**src/rtl/axi_lite_arb_pkg.sv**
```systemverilog
// Shared types and helpers for the AXI4-Lite command arbiter.
package axi_lite_arb_pkg;

    typedef enum logic [1:0] {
        IDLE  = 2'd0,
        ISSUE = 2'd1,
        WAIT  = 2'd2,
        RESP  = 2'd3
    } arb_state_t;

    localparam int NUM_REQ_DEF = 4;
    localparam int OWNER_W     = $clog2(NUM_REQ_DEF);

    // Owner index width for a given requester count (never below one bit).
    function automatic int owner_w(input int n);
        return (n > 1) ? $clog2(n) : 1;
    endfunction

endpackage

```
**src/rtl/axi_lite_rr_pick.sv**
```systemverilog
// Combinational picker: first requester found after ptr_i, wrapping modulo NUM_REQ.
module axi_lite_rr_pick
    import axi_lite_arb_pkg::*;
#(
    parameter int NUM_REQ = 4,
    parameter int IW      = owner_w(NUM_REQ)
) (
    input  logic [NUM_REQ-1:0] req_i,
    input  logic [IW-1:0]      ptr_i,
    output logic [NUM_REQ-1:0] grant_o,
    output logic [IW-1:0]      idx_o
);

    logic [IW:0] cand;
    logic        found;

    always_comb begin
        grant_o = '0;
        idx_o   = '0;
        found   = 1'b0;
        cand    = '0;
        for (int k = 1; k <= NUM_REQ; k++) begin
            // ptr + k stays below 2*NUM_REQ, so one conditional subtract wraps it.
            cand = {1'b0, ptr_i} + (IW+1)'(k);
            if (cand >= (IW+1)'(NUM_REQ)) begin
                cand = cand - (IW+1)'(NUM_REQ);
            end
            if (!found && req_i[cand[IW-1:0]]) begin
                found                   = 1'b1;
                grant_o[cand[IW-1:0]]   = 1'b1;
                idx_o                   = cand[IW-1:0];
            end
        end
    end

endmodule

```
**src/rtl/axi_lite_cmd_arbiter.sv**
```systemverilog
// Shares one single-beat AXI4-Lite master command port among NUM_REQ requesters.
// Define AXI_ARB_RR_EN for round-robin arbitration; otherwise lowest index wins.
module axi_lite_cmd_arbiter
    import axi_lite_arb_pkg::*;
#(
    parameter int NUM_REQ    = 4,
    parameter int ADDR_WIDTH = 32,
    parameter int DATA_WIDTH = 32
) (
    input  logic                          clk,
    input  logic                          rst,
    input  logic [NUM_REQ-1:0]            req_valid,
    output logic [NUM_REQ-1:0]            req_ready,
    input  logic [NUM_REQ-1:0]            req_we,
    input  logic [NUM_REQ*ADDR_WIDTH-1:0] req_addr,
    input  logic [NUM_REQ*DATA_WIDTH-1:0] req_wdata,
    output logic [NUM_REQ-1:0]            rsp_valid,
    output logic [DATA_WIDTH-1:0]         rsp_rdata,
    output logic                          busy,
    output logic                          m_start,
    output logic                          m_write_en,
    output logic [ADDR_WIDTH-1:0]         m_addr,
    output logic [DATA_WIDTH-1:0]         m_wdata,
    input  logic [DATA_WIDTH-1:0]         m_rdata,
    input  logic                          m_done
);

    localparam int IW = owner_w(NUM_REQ);

    arb_state_t            state_q, state_d;
    logic [IW-1:0]         owner_q;
    logic                  we_q;
    logic [ADDR_WIDTH-1:0] addr_q;
    logic [DATA_WIDTH-1:0] wdata_q;
    logic [DATA_WIDTH-1:0] rdata_q;
    logic [NUM_REQ-1:0]    win_oh;
    logic [IW-1:0]         win_idx;
    logic [IW-1:0]         ptr;
    logic                  accept;

`ifdef AXI_ARB_RR_EN
    logic [IW-1:0] ptr_q;

    always_ff @(posedge clk or posedge rst) begin
        if (rst) begin
            ptr_q <= IW'(NUM_REQ-1);
        end else if (accept) begin
            ptr_q <= win_idx;
        end
    end

    assign ptr = ptr_q;
`else
    assign ptr = IW'(NUM_REQ-1);
`endif

    axi_lite_rr_pick #(
        .NUM_REQ (NUM_REQ),
        .IW      (IW)
    ) u_pick (
        .req_i   (req_valid),
        .ptr_i   (ptr),
        .grant_o (win_oh),
        .idx_o   (win_idx)
    );

    // Reset also gates the combinational grant so req_ready reads zero while rst is high.
    assign accept = !rst && (state_q == IDLE) && (|req_valid);

    always_comb begin
        state_d   = state_q;
        req_ready = '0;
        rsp_valid = '0;
        case (state_q)
            IDLE: begin
                if (accept) begin
                    req_ready = win_oh;
                    state_d   = ISSUE;
                end
            end
            ISSUE: state_d = WAIT;
            WAIT: begin
                if (m_done) begin
                    state_d = RESP;
                end
            end
            RESP: begin
                rsp_valid = NUM_REQ'(1) << owner_q;
                state_d   = IDLE;
            end
            default: state_d = IDLE;
        endcase
    end

    always_ff @(posedge clk or posedge rst) begin
        if (rst) begin
            state_q <= IDLE;
            owner_q <= '0;
            we_q    <= 1'b0;
            addr_q  <= '0;
            wdata_q <= '0;
            rdata_q <= '0;
        end else begin
            state_q <= state_d;
            if (accept) begin
                owner_q <= win_idx;
                we_q    <= req_we[win_idx];
                addr_q  <= req_addr[win_idx*ADDR_WIDTH +: ADDR_WIDTH];
                wdata_q <= req_wdata[win_idx*DATA_WIDTH +: DATA_WIDTH];
            end
            if ((state_q == WAIT) && m_done) begin
                rdata_q <= m_rdata;
            end
        end
    end

    assign busy       = (state_q != IDLE);
    assign m_start    = (state_q == ISSUE);
    assign m_write_en = we_q;
    assign m_addr     = addr_q;
    assign m_wdata    = wdata_q;
    assign rsp_rdata  = rdata_q;

endmodule

```
**config.mk**
```make
export PLATFORM = sky130hd
export DESIGN_NAME = axi_lite_cmd_arbiter
export DESIGN_NICKNAME = d
export VERILOG_FILES = /design/src/rtl/axi_lite_arb_pkg.sv /design/src/rtl/axi_lite_rr_pick.sv /design/src/rtl/axi_lite_cmd_arbiter.sv
export SDC_FILE = /design/constraint.sdc
export NUM_CORES = 1
export LEC_CHECK = 0
export CAP_MARGIN = 5
export CORE_AREA = 2 2 159 161
export CTS_CLUSTER_SIZE = 28
export DETAILED_ROUTE_END_ITERATION = 6
export DIE_AREA = 0 0 161 163
export SETUP_SLACK_MARGIN = 0.05
export SLEW_MARGIN = 20
export SYNTH_ARGS = -nofsm -noshare
export SYNTH_HDL_FRONTEND = slang
export SYNTH_HIERARCHICAL = 1
export SYNTH_SLANG_ARGS = --single-unit
```
**constraint.sdc**
```tcl
create_clock -name clk -period 6.89 [get_ports clk]
set_clock_uncertainty 0.15 [all_clocks]
set_input_delay 1.378 -clock clk [delete_from_list [all_inputs] [get_ports clk]]
set_output_delay 1.378 -clock clk [all_outputs]
set_load 0.05 [all_outputs]
```
==> results of run 1 <==
## cell type report
class	count	area, sq um
Fill cell	2319	14000
Timing Repair Buffer	412	4120
Multi-Input combinational cell	253	3290
Sequential cell	101	2530
Tap cell	330	413
Clock buffer	10	229
Clock inverter	6	53.8
Inverter	9	36.3
Antenna cell	1	2.50
## worst max-delay path by stage
stage | from | slack (ns) | to | cells past startpoint
2_1_floorplan | req_valid[2] | 2.62 | req_ready[3] | 6
3_3_place_gp | req_valid[3] | 1.26 | req_ready[3] | 7
3_5_place_dp | req_valid[3] | 1.25 | req_ready[3] | 7
4_1_cts | req_valid[3] | 1.22 | req_ready[3] | 7
5_1_grt | req_valid[3] | 1.10 | req_ready[3] | 7
6_report | req_valid[3] | 1.23 | req_ready[3] | 7
## per-layer routing
layer / track usage, % / share of wire (%)
met2: 28.7 / 52
met1: 17.8 / 38
met5: 0 / 0
met4: 3.29 / 0.92
met3: 5.70 / 9.1
## cells in the mapped netlist (all sizes together) (2+ instances only)
cell,n
a22oi,2
nor3b,2
buf,22
nor3,2
mux4,67
dfrtp,101
clkbuf,5
mux2,101
o21ai,8
a2bb2oi,2
and3b,3
inv,8
nor2,5
nand2,11
ha,13
and2b,2
and2,4
a21oi,2
a221o,4
## logic make-up (layout without fill, tap and decap cells)
logic type,after synthesis,in the layout
AO/OA/AOI/OAI,25,25
adder cells (fa/ha/maj),13,13
multiplexers,168,168
AND/OR/NAND/NOR,31,31
other,1,17
flip-flops,101,101
buffers and inverters,36,437
## state kept, by name (all words and copies together) (netlist names)
| register | count |
|---|---|
| m_addr | 32 |
| m_wdata | 32 |
| rsp_rdata | 32 |
| owner_q | 2 |
| state_q | 2 |
| m_write_en | 1 |
## placed cells by master, fill, tap and decap left out, types with 2 or more instances in the layout
cell,count
buf_4,6
mux2_2,100
inv_1,7
clkdlybuf4s50_1,405
clkbuf_16,9
clkinv_4,2
nor2_1,4
ha_1,13
and2_1,4
inv_6,2
dfrtp_1,101
a21oi_1,2
o21ai_0,2
conb_1,16
o21ai_1,6
mux4_2,67
nor3b_1,2
nand2_1,11
a221o_1,4
and3b_1,3
## power breakdown
group,internal (mW),switching (mW),total [mW]
logic,1.11,1.59,2.70
registers,0.900,0.155,1.06
clock network,0.252,0.248,0.500
total,2.26,2.00,4.26
## critical path: stages
cell and delay (ns):
clkdlybuf4s50_1 0.69, and3b_1 0.22, a21oi_1 0.05, o41ai_2 0.61, a221o_1 0.25, and2_1 0.12, clkdlybuf4s50_1 0.82
## stage by stage
step | hold WS, ns | total power [mW] | setup WS (ns)
2_1_floorplan | 0.362 | 2.81 | 2.62
3_3_place_gp | 0.336 | 3.78 | 1.26
3_5_place_dp | 0.341 | 3.79 | 1.25
4_1_cts | 0.360 | 4.32 | 1.22
5_1_grt | 0.371 | 4.48 | 1.10
6_report | 0.355 | 4.26 | 1.23
==> metrics.yaml, run 1 <==
worst_setup_path:
  r2r_end: "state_q[1]"
  crit_required_ns: 5.36
  r2r_slack_ns: 4.30
  reg2reg_depth: 7
  end_kind: "output pin"
  critical_path_arrival_ns: 4.13
  critPathLaunchType: "input port"
  critPathMaxFanout: 10
  critPathKind: "in2out"
  r2r-start: "state_q[0]"
global_routing:
  grt_pass1_vias: 5384
  grt.overflow.total: 0
  grt_pass1_wl_um: 31400
  grt_start_max_net_pins: 57
  antenna_found_initial: 1
  track_usage_pct: 15.8
yosys:
  ys_ff_latch: 101
  synth-xor-area-share_pct: 0
  ys_top_cells_by_area: "dfrtp_1, mux4_2, mux2_2"
  synth-adder-area-share_pct: 2.74
  synth_compound_area_share_pct: 3.58
  mappedNetlistArea_sq_um: 5940
  ys_types: 39
  yosys_warnings: 6
  synthSimpleGateAreaFrac_pct: 3.14
  syn_inst: 375
  synth.avg_cell_area_sq_um: 15.9
  yosysSeqAreaShare_pct: 42.5
  async_reset_ff_share_pct: 100
  synth_ff_type: "dfrtp_1"
  synth_top_family_by_area: "multiplexers"
  yosys.area.top_type_share_pct: 42.5
  muxShareOfSynthArea_pct: 44.5
  yosysTopAreaCell: "dfrtp_1"
  synth-edff-count: 0
sta:
  slew_violations: 0
  grt_setup_unrepaired: "false"
  timing.slew.headroom_pct: 45.4
  fmax_mhz: 177
  worstMarginPinSlew_ns: 0.820
  setup_viol: 0
  tns_ns: 0
  hold_viol: 0
  min_period_ns: 5.66
  post-route-period-util_pct: 82.1
clock_tree:
  cts_htree_levels: 3
  cts_resized: 0
  cts_hold_repair.buffers: 0
  clock-sinks: 101
  cts_setup_buffers: 0
  numCtsBuffers: 9
  clk_pin_slew_ns: 0.08
  clockRootBuffer: "clkbuf_16"
  insertion_delay_ns: 0.35
  cts_buffer_depth: 2
  cts_tree: "done"
finish:
  fin_nets: 1098
  instances_no_fill: 1122
  fin_util_pct: 43.2
  syn2layout_area_growth_pct: 79.5
  final_area_sq_um: 10700
  drive_gt1_share_pct: 25.3
worst_hold_path:
  hold_end: "rsp_rdata[5]"
  hold_path.startpoint: "rsp_rdata[5]"
  min_path_cells: 1
  hold_class: "reg2reg"
die:
  initial_core_util_pct: 24.1
  io_pins: 406
  fp.dieW_um: 161
  fp.dieH_um: 163
  die_area_sq_um: 26200
  coreArea_sq_um: 24700
  rows: 58
route:
  dr.first_iter.drc_count: 212
  first_pass_iters: 4
  ant_nets: 0
  avgViaCountPerCell: 4.44
  routedWlPerCell_um: 18.7
  vias: 4982
  drc: 0
  drt_wl_total_um: 21000
place:
  hpwlAfterDp_um: 16700
  io_buffers: 405
  place_congestion: 0.778
  place_inst: 1105
  dpl_cell_area_sq_um: 10400
run_status:
  status: "completed"
power:
  ir_drop_v: 0.000208
  power_leakage_nw: 4.12
  pwr_density_cell_nw_per_um2: 399
flow_run:
  max-cap-violations: 0
Power figures use the tool's default switching activity.
==> run 2, diff against run 1 <==
==> constraint.sdc (replaced) <==
create_clock -name clk -period 5.6 [get_ports clk]
set_clock_uncertainty 0.15 [all_clocks]
set_input_delay 1.12 -clock clk [delete_from_list [all_inputs] [get_ports clk]]
set_output_delay 1.12 -clock clk [all_outputs]
set_load 0.05 [all_outputs]
==> run 2 against run 1 <==
Count of clock-buffer cells in the layout is the same. Wire length is 1.5% higher. Final area grew 0.61%. Sequential power is 23% higher. Worst hold slack improved by 0.0018 ns. Sequential share of layout area decreased by 0.14 points. Clock power increased by 33%. Via count hardly changed. Sequential cell count unchanged. Setup slack got worse by 0.60 ns. Core utilization is 0.26 points higher. Cell count up 0.27%. Critical endpoint is now req_ready[2].
==> metrics.yaml, run 2 (synthesis gave the netlist of run 1 again) <==
run_status:
  status: "completed"  # unchanged
route:
  drc: 0  # unchanged
  dr.first_iter.drc_count: 177  # was 212
  top_layer: "met5"  # was met4
  routedWlPerCell_um: 18.9  # was 18.7 um
  first_pass_iters: 4  # unchanged
  route.met3.wl_um: 1950  # was 1900 um
  drt_wl_total_um: 21300  # was 21000 um
  avgViaCountPerCell: 4.43  # was 4.44
  vias: 4980  # was 4982
  dr_wl_met2_um: 11100  # was 11000 um
  wl_met1_um: 7970  # was 7890 um
  ant_nets: 0  # unchanged
power:
  ir_drop_v: 0.000323  # was 0.000208 V
  power_leakage_nw: 4.16  # was 4.12 nW
  pwr_density_cell_nw_per_um2: 493  # was 399 nW/um^2
flow_run:
  max-cap-violations: 0  # unchanged
finish:
  drive_gt1_share_pct: 25.8  # was 25.3%
  fin_nets: 1102  # was 1098
  layout_commonest_cell: "clkdlybuf4s50_1"  # unchanged
  syn2layout_area_growth_pct: 80.6  # was 79.5%
  fin_util_pct: 43.5  # was 43.2%
  n_antenna_cell: 0  # was 1
  n_fill_cell: 2288  # was 2319
  final_area_sq_um: 10700  # about the same
  final_cell_mix: "clkdlybuf4s50_1, dfrtp_1, mux2_2, mux4_2, conb_1"  # unchanged
worst_setup_path:
  crit_path_top_delay_cell: "clkdlybuf4s50_1"  # unchanged
  critical_path.top_delay_family: "buffers and inverters"  # unchanged
  cp_slowest_stage_delay_ns: 0.80  # was 0.82 ns
  crit_top_cell: "clkdlybuf4s50_1"  # unchanged
  end_kind: "output pin"  # unchanged
  path_cells: "clkdlybuf4s50_1 > mux4_2 > a211oi_4 > a221o_1 > and2_1 > clkdlybuf4s50_1"  # was clkdlybuf4s50_1 > and3b_1 > a21oi_1 > o41ai_2 > a221o_1 > and2_1 > clkdlybuf4s50_1
  critPathMaxFanout: 8  # was 10
  critPathLaunchType: "input port"  # unchanged
  crit_required_ns: 4.33  # was 5.36 ns
  cp.buffers_inverters: 2  # unchanged
  critical_path_arrival_ns: 3.69  # was 4.13 ns
  critPathKind: "in2out"  # unchanged
sta:
  slew_violations: 0  # unchanged
  worstMarginPinSlew_ns: 0.927  # was 0.820 ns
  timing.slew.headroom_pct: 38.2  # was 45.4%
  setup_viol: 0  # unchanged
  hold_viol: 0  # unchanged
  post-route-period-util_pct: 88.7
  grt_setup_unrepaired: "false"  # unchanged
  fmax_mhz: 201
  layout_setup_ws_ns: 0.635  # was 1.23 ns
  tns_ns: 0  # unchanged
  min_period_ns: 4.96
global_routing:
  grt_pass1_wl_um: 31900  # was 31400 um
  grt.overflow.total: 0  # unchanged
  track_usage_pct: 16.0  # was 15.8%
  grt_pass1_vias: 5470  # was 5384
  antenna_found_initial: 2  # was 1
  grt_start_max_net_pins: 70  # was 57
place:
  hpwlAfterDp_um: 17100  # was 16700 um
  io_buffers: 405  # unchanged
  pre_cts_ws_ns: 0.632  # was 1.25 ns
  dpl_cell_area_sq_um: 10400  # about the same
  place_congestion: 0.793  # was 0.778
die:
  fp.dieH_um: 163  # unchanged
  initial_core_util_pct: 24.1  # unchanged
  rows: 58  # unchanged
  die_area_sq_um: 26200  # unchanged
  coreArea_sq_um: 24700  # unchanged
  fp.dieW_um: 161  # unchanged
  io_pins: 406  # unchanged
worst_hold_path:
  hold_class: "reg2reg"  # unchanged
clock_tree:
  cts_tree: "done"  # unchanged
  cts_buffer_depth: 2  # unchanged
  cts_setup_buffers: 0  # unchanged
  numCtsBuffers: 9  # unchanged
  clock-sinks: 101  # unchanged
  cts_resized: 0  # unchanged
  insertion_delay_ns: 0.35  # about the same
  cts_hold_repair.buffers: 0  # unchanged
  clockRootBuffer: "clkbuf_16"  # unchanged
  clk_pin_slew_ns: 0.07  # was 0.08 ns
  cts_htree_levels: 3  # unchanged
[run 2: area by class of cell]
class                   count  area [sq um]  area share (%)
repair buffers            416          4150            38.7
inverters                   9          36.3           0.338
clock inverters             6          81.3           0.758
flip-flops and latches    101          2530            23.5
multi-input cells         253          3290            30.6
clock buffers              10           239            2.23
well taps                 330           413            3.85
[run 2: metal layers]
layer | up-vias | track usage [%]
li1 | 2285 | -
met1 | 2433 | 17.9
met2 | 244 | 29.3
met3 | 14 | 5.76
met4 | 4 | 3.13
met5 | - | 0
[run 2: report_power, final]
part | total [mW] | internal (mW) | switching, mW
combinational | 3.33 | 1.37 | 1.96
sequential | 1.30 | 1.11 | 0.193
clock | 0.667 | 0.367 | 0.300
[run 2: worst paths after layout]
path | start | to | slack [ns] | depth (start not counted)
max | req_valid[1] | req_ready[2] | 0.64 | 6
min | m_wdata[18] | m_wdata[18] | 0.36 | 1
max reg2reg | state_q[0] | m_addr[29] | 2.79 | 7
min reg2reg | m_wdata[18] | m_wdata[18] | 0.36 | 1
max in group asynchronous | rst | m_addr[4] | 3.05 | 3
min in group asynchronous | rst | m_addr[23] | 1.25 | 2
[run 2: per-stage QoR]
step                      std cells  hold slack, ns  power, mW
after floorplan                 390           0.362       3.45
after global placement         1109           0.335       4.66
after detailed placement       1109           0.342       4.68
after CTS                      1125           0.360       5.38
after global routing           1125           0.378       5.57
final                          1125           0.357       5.29
==> run 3, diff against run 2 <==
--- a/config.mk
+++ b/config.mk
@@ -5,11 +5,13 @@
 export SDC_FILE = /design/constraint.sdc
 export NUM_CORES = 1
 export LEC_CHECK = 0
+export ABC_AREA = 1
 export CAP_MARGIN = 5
 export CORE_AREA = 2 2 159 161
 export CTS_CLUSTER_SIZE = 28
 export DETAILED_ROUTE_END_ITERATION = 6
 export DIE_AREA = 0 0 161 163
+export GPL_ROUTABILITY_DRIVEN = 1
 export SETUP_SLACK_MARGIN = 0.05
 export SLEW_MARGIN = 20
 export SYNTH_ARGS = -nofsm -noshare
==> run 3 against run 2 <==
Total power barely moved. Count of clock-buffer cells in the layout fell by 1. Critical endpoint unchanged. Clock power barely moved. Die area did not move. Sequential share of layout area fell by 1.2 points.
==> metrics.yaml, run 3 <==
run_status:
  status: "completed"  # unchanged
finish:
  syn2layout_area_growth_pct: 68.8  # was 80.6%
  fin_nets: 1666  # was 1102
  multi_input_area_sq_um: 3620  # was 3290 sq um
  drive_gt1_share_pct: 6.40  # was 25.8%
  final_cell_mix: "clkdlybuf4s50_1, nand2_1, nor2_1, dfrtp_1, o21ai_1"  # was clkdlybuf4s50_1, dfrtp_1, mux2_2, mux4_2, conb_1
  ff_latch_area_sq_um: 2530  # unchanged
  fin_util_pct: 45.8  # was 43.5%
  n_fill_cell: 2501  # was 2288
  layout_commonest_cell: "clkdlybuf4s50_1"  # unchanged
worst_hold_path:
  hold_path.startpoint: "m_wdata[1]"  # was m_wdata[18]
  hold_class: "reg2reg"  # unchanged
  min_path_cells: 2  # was 1
  hold_end: "m_wdata[1]"  # was m_wdata[18]
route:
  drc: 0  # unchanged
  drt_wl_total_um: 26800  # was 21300 um
  vias: 7457  # was 4980
  first_pass_iters: 5  # was 4
  routedWlPerCell_um: 15.8  # was 18.9 um
  avgViaCountPerCell: 4.41  # was 4.43
  dr.first_iter.drc_count: 465  # was 177
  ant_nets: 0  # unchanged
worst_setup_path:
  crit_top_cell: "nand2_1"  # was clkdlybuf4s50_1
  critical_path.top_delay_family: "buffers and inverters"  # unchanged
  cp_slowest_stage_delay_ns: 0.83  # was 0.80 ns
  reg2reg_depth: 10  # was 7
  path_cells: "clkdlybuf4s50_1 > inv_1 > nand2_1 > nand2_1 > nand2_1 > nand2_2 > nor2_4 > nand3_1 > nand3_1 > inv_1 > nor2_1 > clkdlybuf4s50_1"  # was clkdlybuf4s50_1 > mux4_2 > a211oi_4 > a221o_1 > and2_1 > clkdlybuf4s50_1
  critical_path_arrival_ns: 3.32  # was 3.69 ns
  r2r-start: "state_q[0]"  # unchanged
  end_kind: "output pin"  # unchanged
  critPathKind: "in2out"  # unchanged
  r2r_end: "m_addr[5]"  # was m_addr[29]
  crit_cells: 12  # was 6
  crit_path_top_delay_cell: "clkdlybuf4s50_1"  # unchanged
  critPathLaunchType: "input port"  # unchanged
  crit_required_ns: 4.33  # about the same
  critPathMaxFanout: 6  # was 8
  cp.buffers_inverters: 4  # was 2
  r2r_slack_ns: 2.57  # was 2.79 ns
yosys:
  yosys_warnings: 6  # unchanged
  synth_ff_type: "dfrtp_1"  # unchanged
  synth-edff-count: 0  # unchanged
  synth.avg_cell_area_sq_um: 6.91  # was 15.9 sq um
  async_reset_ff_share_pct: 100  # unchanged
  yosysTopAreaCell: "dfrtp_1"  # unchanged
  synth.most_common_cell: "nand2_1"  # was dfrtp_1
  mappedNetlistArea_sq_um: 6690  # was 5940 sq um
  ys_top_cells_by_area: "dfrtp_1, nand2_1, nor2_1"  # was dfrtp_1, mux4_2, mux2_2
  ys_types: 27  # was 39
  ys_ff_latch: 101  # unchanged
  synthTopCellsByCount: "nand2_1, nor2_1, dfrtp_1"  # was dfrtp_1, mux2_2, mux4_2
  syn_inst: 968  # was 375
  yosys.area.top_type_share_pct: 37.8  # was 42.5%
  yosysSeqAreaShare_pct: 37.8  # was 42.5%
global_routing:
  antenna_found_initial: 2  # unchanged
  grt_start_max_net_pins: 168  # was 70
  grt_pass1_vias: 7266  # was 5470
  grt_pass1_wl_um: 40600  # was 31900 um
  grt.overflow.total: 0  # unchanged
  track_usage_pct: 19.8  # was 16.0%
die:
  die_area_sq_um: 26200  # unchanged
  rows: 58  # unchanged
  fp.dieW_um: 161  # unchanged
  initial_core_util_pct: 27.1  # was 24.1%
  fp.dieH_um: 163  # unchanged
  coreArea_sq_um: 24700  # unchanged
  io_pins: 406  # unchanged
clock_tree:
  clk_pin_slew_ns: 0.08  # was 0.07 ns
  cts_buffer_depth: 2  # unchanged
  insertion_delay_ns: 0.35  # about the same
  cts_resized: 0  # unchanged
  cts_tree: "done"  # unchanged
  cts_htree_levels: 3  # unchanged
  clockRootBuffer: "clkbuf_16"  # unchanged
  numCtsBuffers: 9  # unchanged
  cts_hold_repair.buffers: 0  # unchanged
  clock-sinks: 101  # unchanged
  cts_setup_buffers: 0  # unchanged
sta:
  timing.slew.headroom_pct: 40.7  # was 38.2%
  whs_ns: 0.333  # was 0.357 ns
  hold_viol: 0  # unchanged
  grt_setup_unrepaired: "false"  # unchanged
  slew_violations: 0  # unchanged
  fmax_mhz: 218  # was 201 MHz
  tns_ns: 0  # unchanged
  min_period_ns: 4.59  # was 4.96 ns
  post-route-period-util_pct: 81.9  # was 88.7%
  layout_setup_ws_ns: 1.01  # was 0.635 ns
  setup_viol: 0  # unchanged
  worstMarginPinSlew_ns: 0.889  # was 0.927 ns
power:
  pwr_density_cell_nw_per_um2: 469  # was 493 nW/um^2
  finalPower_mw: 5.29  # about the same
  power_leakage_nw: 5.21  # was 4.16 nW
  ir_drop_v: 0.000342  # was 0.000323 V
place:
  hpwlAfterDp_um: 20000  # was 17100 um
  io_buffers: 405  # unchanged
  place_congestion: 0.844  # was 0.793
  pre_cts_ws_ns: 1.02  # was 0.632 ns
flow_run:
  max-cap-violations: 0  # unchanged
run 3: cell count changes after synthesis, sizes merged, moves of 17 or more:
cell / delta
nand2: +325
nor2: +194
o21ai: +88
mux2: -69
mux4: -67
inv: +51
o211ai: +36
buf: +32
nand3: +17
run 3: worst min-delay path: stages (launching register included):
cell and delay [ns]:
dfrtp_1 0.34, nand2_1 0.05, nand2_1 0.06
run 3: kinds of logic (layout without fill, tap and decap cells):
group	Yosys count	count (layout)	share of synthesized area, %
flip-flops	101	101	37.8
AO/OA/AOI/OAI	143	143	12.3
adder cells (fa/ha/maj)	13	13	2.43
AND/OR/NAND/NOR	557	557	32.7
other	1	21	0.0561
buffers and inverters	121	494	9.31
multiplexers	32	32	5.39
run 3: how the worst max path moves through the flow:
stage	to	startpoint
2_1_floorplan	m_addr[0]	rst
3_3_place_gp	req_ready[2]	req_valid[2]
3_5_place_dp	req_ready[2]	req_valid[2]
4_1_cts	req_ready[2]	req_valid[2]
5_1_grt	req_ready[2]	req_valid[2]
6_report	req_ready[2]	req_valid[2]
run 3: power by group:
group	switching, mW	internal, mW	leakage, nW	total, mW
Sequential	0.189	1.08	1.24	1.27
Combinational	2.18	1.18	3.82	3.36
Clock	0.342	0.324	0.152	0.666
run 3: per-layer routing:
metal / track usage [%] / wire length (um) / vias up / part of all wire, %
li1: - / - / 3794 / -
met1: 24.1 / 11300 / 3390 / 42
met2: 34.5 / 12900 / 245 / 48
met3: 5.65 / 2110 / 28 / 7.9
met4: 5.11 / 446 / 0 / 1.7
met5: 0 / 0 / - / 0
run 3: final cells by class:
class,count,share of cell area (%)
repair buffers,418,37.0
inverters,60,2.07
clock inverters,7,0.809
well taps,330,3.66
flip-flops and latches,101,22.4
diodes,2,0.0443
multi-input cells,764,32.1
clock buffers,9,1.99
run 3: stage by stage:
stage | cells | instance area [sq um]
6_report | 1691 | 11300
4_1_cts | 1689 | 11300
2_1_floorplan | 986 | 6760
3_3_place_gp | 1673 | 11000
3_5_place_dp | 1673 | 11000
5_1_grt | 1691 | 11300
